### src/rtl/clk_div_ratio_detector.sv
// Recovers the integer division ratio and high-phase length of a divided clock
// that is generated synchronously from the reference clock.
module clk_div_ratio_detector #(
   parameter int RATIO_W  = 8,
   parameter int LOCK_CNT = 2
) (
   input  logic               i_ref_clk,
   input  logic               i_rst,
   input  logic               i_clk_en,
   input  logic               i_div_clk,
   output logic [RATIO_W-1:0] o_ratio,
   output logic [RATIO_W-1:0] o_high_len,
   output logic               o_valid,
   output logic               o_err,
   output logic               o_stall
);

   localparam logic [RATIO_W-1:0] CNT_MAX = '1;
   localparam int MATCH_W = $clog2(LOCK_CNT + 1);
   localparam logic [MATCH_W-1:0] MATCH_LAST = MATCH_W'(LOCK_CNT - 1);

   typedef enum logic [1:0] {IDLE, SYNC, MEASURE, LOCKED} state_t;

   state_t             state;
   logic               s0;
   logic               s1;
   logic               rise;
   logic [RATIO_W-1:0] p_cnt;
   logic [RATIO_W-1:0] h_cnt;
   logic [RATIO_W-1:0] last_p;
   logic [MATCH_W-1:0] match;

   assign rise = s0 & ~s1;

   // Both counters restart at 1 on a rising edge, so at the next rise they hold
   // the full period and the number of high cycles of the period just ended.
   always_ff @(posedge i_ref_clk) begin
      if (i_rst) begin
         s0    <= 1'b0;
         s1    <= 1'b0;
         p_cnt <= '0;
         h_cnt <= '0;
      end else begin
         s0 <= i_div_clk;
         s1 <= s0;
         if (rise) begin
            p_cnt <= RATIO_W'(1);
            h_cnt <= RATIO_W'(1);
         end else begin
            if (p_cnt != CNT_MAX)
               p_cnt <= p_cnt + 1'b1;
            if (s0 && (h_cnt != CNT_MAX))
               h_cnt <= h_cnt + 1'b1;
         end
      end
   end

   always_ff @(posedge i_ref_clk) begin
      if (i_rst) begin
         state      <= IDLE;
         last_p     <= '0;
         match      <= '0;
         o_ratio    <= '0;
         o_high_len <= '0;
         o_valid    <= 1'b0;
         o_err      <= 1'b0;
         o_stall    <= 1'b0;
      end else begin
         o_err <= 1'b0;
         if (rise)
            o_stall <= 1'b0;
         if (!i_clk_en) begin
            state   <= IDLE;
            o_valid <= 1'b0;
         end else begin
            case (state)
               IDLE: state <= SYNC;
               SYNC: begin
                  if (rise) begin
                     last_p <= '0;
                     match  <= '0;
                     state  <= MEASURE;
                  end
               end
               MEASURE: begin
                  if (rise) begin
                     if (p_cnt == last_p) begin
                        match <= match + 1'b1;
                        if (match == MATCH_LAST) begin
                           o_ratio    <= p_cnt;
                           o_high_len <= h_cnt;
                           o_valid    <= 1'b1;
                           state      <= LOCKED;
                        end
                     end else begin
                        match  <= '0;
                        last_p <= p_cnt;
                     end
                  end else if (p_cnt == CNT_MAX) begin
                     o_stall <= 1'b1;
                     o_valid <= 1'b0;
                     state   <= SYNC;
                  end
               end
               LOCKED: begin
                  // Any change of period or duty cycle drops lock and remeasures,
                  // seeding the new candidate period from this rise.
                  if (rise) begin
                     if ((p_cnt != o_ratio) || (h_cnt != o_high_len)) begin
                        o_err   <= 1'b1;
                        o_valid <= 1'b0;
                        last_p  <= p_cnt;
                        match   <= '0;
                        state   <= MEASURE;
                     end
                  end else if (p_cnt == CNT_MAX) begin
                     o_stall <= 1'b1;
                     o_valid <= 1'b0;
                     state   <= SYNC;
                  end
               end
               default: state <= IDLE;
            endcase
         end
      end
   end

endmodule

### config.mk
export PLATFORM = sky130hd
export DESIGN_NAME = clk_div_ratio_detector
export DESIGN_NICKNAME = d
export VERILOG_FILES = /design/src/rtl/clk_div_ratio_detector.sv
export SDC_FILE = /design/constraint.sdc
export NUM_CORES = 1
export LEC_CHECK = 0
export ABC_AREA = 1
export BUFFER_PORTS_ARGS = -buffer_cell sky130_fd_sc_hd__buf_2
export CAP_MARGIN = 10
export CORE_UTILIZATION = 56
export CTS_CLUSTER_SIZE = 25
export DETAILED_ROUTE_END_ITERATION = 12
export HOLD_SLACK_MARGIN = 0.02
export PLACE_DENSITY = 0.74
export SLEW_MARGIN = 20
export SYNTH_ARGS = -nofsm -noshare
export SYNTH_HDL_FRONTEND = slang
export SYNTH_SLANG_ARGS = --single-unit
### constraint.sdc
create_clock -name i_ref_clk -period 3.27 [get_ports i_ref_clk]
set_input_delay 0.1635 -clock i_ref_clk [delete_from_list [all_inputs] [get_ports i_ref_clk]]
set_output_delay 0.1635 -clock i_ref_clk [all_outputs]
set_load 0.02 [all_outputs]
==> run summary <==
Initial DRC count -> 174
Leakage -> 1.389 nW
Endpoints failing setup -> 0
Post-synthesis register bit count -> 49
Tmin final -> 2.492 ns
Cell row count -> 24
CTS Sinks -> 49
H-tree depth -> 2
Worst stage delay on the critical path -> 0.63 ns
Post-CTS Setup Bufs -> 0
Die Span Y -> 70.74 um
Routed length per instance -> 11.51 um
Port Buffer Count -> 22
Clk_lat worst skew -> 0.31 ns
DR pass1 iterations -> 8
Final Skew -> 0.01064 ns
Met1 Wirelength -> 2.917 mm
Synth-to-layout area growth -> 7.140%
Failing checks -> design-rule violations
CP cell instances -> inv_1 -> nor2_1 -> nand3_1 -> nor2_1 -> o21ai_0 -> a21oi_1
PwrDens -> 398.1 mW/mm2
Placer congestion estimate -> 0.8836
Fin cells -> 481
Relative slew slack -> 0.4666
DP HPWL -> 3.955 mm
CTS tree -> yes
Syn Inst Count -> 413
Worst-margin pin slew -> 0.7971 ns
Worst-case clock buffer depth -> 2
Startpoint Class -> flip-flop
Max-cap viol count -> 0
Vias per inst -> 5.106
Initial Util -> 0.5954
Worst min-delay path category -> in2reg
CTS clk-pin slew, worst paths -> 0.09 ns
Post-synthesis cell area -> 0.002646 mm2
Gr usage total -> 0.2309
Cts hold-fix bufs -> 0
Final WL -> 5.534 mm
RSZ-0062 raised after global routing -> no
Highest clock rate -> 0.4013 GHz
Setup CP Type -> reg2reg
Setup TNS -> 0 ns
Status -> finished, violations left
Die ar. -> 0.005004 mm2
Grt ovf -> 0
Crit path DAT -> 2.72 ns
Max VDD drop -> 0.2460 mV
Vias in the first global route -> 2063
Nets -> 436
Post-synth top area share -> 0.3707
Share of layout cells above drive strength 1 -> 0.09557
Worst path most repeated cell -> nor2_1
DRC Markers -> 4
Crit Path Max Fanout -> 14
Clock tree root buffer cell -> clkbuf_8
First-pass GRT wire length -> 9.328 mm
Number of diodes -> 0
Initial antenna violation count -> 0
Largest cells by area after synthesis -> dfxtp_1 37%, nand2_1 18%, inv_1 8.7%
Tcrit/Tclk final -> 0.7621
Metal3 WL -> 192 um
Number of buffers created by CTS -> 5
IO Pins -> 23
Routed via count -> 2456
Syn Nets -> 420
Worst Path Required -> 3.50 ns
Die Wd -> 70.74 um
Largest area contributor in the netlist -> dfxtp_1
Uppermost layer routed -> met4
Inst Count DP -> 474
Slew Viols, Final -> 0
Core box area -> 0.004444 mm2
Post-synth cell types -> 27
Antenna viol nets, final -> 0
Ys Warns -> 0
PostCTS Resize Cnt -> 0
Register area share after synthesis -> 0.3707
DR WL met2 -> 2.386 mm
Slowest cell on the critical path -> nor2_1
Largest net degree at the start of global routing -> 27
CP Capture Type -> flip-flop
Final Hold Fails -> 0
Syn_area_per_cell -> 6.407 um2
-- per-stage QoR --
step                power [mW]  area, um2  setup slack (ns)    util  hold WS, ns
finish                   1.129       2835            0.7780  0.6380      0.06405
global placement        0.7120       2731            0.9154  0.6146       0.3688
detailed placement      0.7132       2731            0.8619  0.6146       0.3790
global route             1.173       2835            0.5558  0.6380      0.08681
CTS                      1.137       2835            0.8243  0.6380      0.05982
floorplan               0.6963       2646             1.705       -       0.2326
-- layout make-up --
class | instances | area, um2
Tap cell | 52 | 65.06
Clock inverter | 2 | 35.03
Inverter | 66 | 249.0
Multi-Input combinational cell | 285 | 1326
Sequential cell | 49 | 980.9
Clock buffer | 5 | 68.82
Timing Repair Buffer | 22 | 110.1
Fill cell | 442 | 1609
-- worst max-delay path, delay by kind of cell, from the launching register on --
family	cells	cell delay, ns
simple gates	3	1.23
flops	1	0.61
compound gates	2	0.33
buf+inv	1	0.25
-- routing by layer --
layer  up-vias  track usage
met5         -            0
met4         0      0.05333
met3         6      0.03561
met2        36       0.3632
met1      1111       0.3345
li1       1303            -
-- power by group --
group	switching [mW]	internal, mW
registers	0.0123	0.606
clock network	0.206	0.223
logic	0.0550	0.0268
-- cell families after synthesis --
group / Yosys count / synth area share
AO/OA/AOI/OAI: 46 / 0.09598
buffers and inverters: 79 / 0.1281
adder cells (fa/ha/maj): 3 / 0.01419
XOR/XNOR: 9 / 0.02979
flip-flops: 49 / 0.3707
AND/OR/NAND/NOR: 227 / 0.3612
-- placed cells by master, fill, tap and decap left out --
cell type,instances
nand2_1,124
dfxtp_1,49
inv_1,61
ha_1,3
xor2_1,4
a31oi_1,2
xnor2_1,5
bufinv_16,1
o21ai_0,18
nand3_1,17
a21oi_1,23
nor2_1,61
clkbuf_8,5
inv_2,4
nor4_1,1
a211oi_4,1
nand4_1,11
o31ai_1,1
nor2_4,1
or2_1,2
buf_2,22
nor2_2,2
a21oi_2,1
nand3_4,2
nor3_1,6
clkinv_2,2
-- sequential cells by signal, summed over array words and instances (netlist names) --
signal / count
h_cnt: 8
last_p: 8
match: 2
o_err: 1
o_high_len: 8
o_ratio: 8
o_stall: 1
o_valid: 1
p_cnt: 8
s0: 1
s1: 1
state: 2
-- cell usage after synthesis --
master and n:
buf_6 4, nor2_2 2, nor3_1 6, o21ai_0 18
clkinv_2 1, nor4_1 1, a211oi_4 1, or2_1 2
nor2_4 1, a21oi_2 1, xor2_1 4, dfxtp_1 49
inv_2 4, nand4_1 11, inv_1 61, nand3_4 2
buf_2 6, nand2_1 124, a31oi_1 2, ha_1 3
nand3_1 17, nor2_1 61, a21oi_1 23, clkbuf_1 2
xnor2_1 5, o31ai_1 1, buf_4 1
-- path summary, 6_finish.rpt --
kind / cells past startpoint / slack [ns] / startpoint / to
hold reg to reg: 2 / 0.46 / o_stall$_SDFF_PP0_ / o_stall$_SDFF_PP0_
hold / removal: 3 / 0.06 / i_div_clk / s0$_SDFF_PP0_
setup reg to reg: 6 / 0.78 / state[1]$_SDFFE_PP0P_ / o_ratio[6]$_SDFFE_PP0P_
setup / recovery: 6 / 0.78 / state[1]$_SDFFE_PP0P_ / o_ratio[6]$_SDFFE_PP0P_
Power figures use the tool's default switching activity.
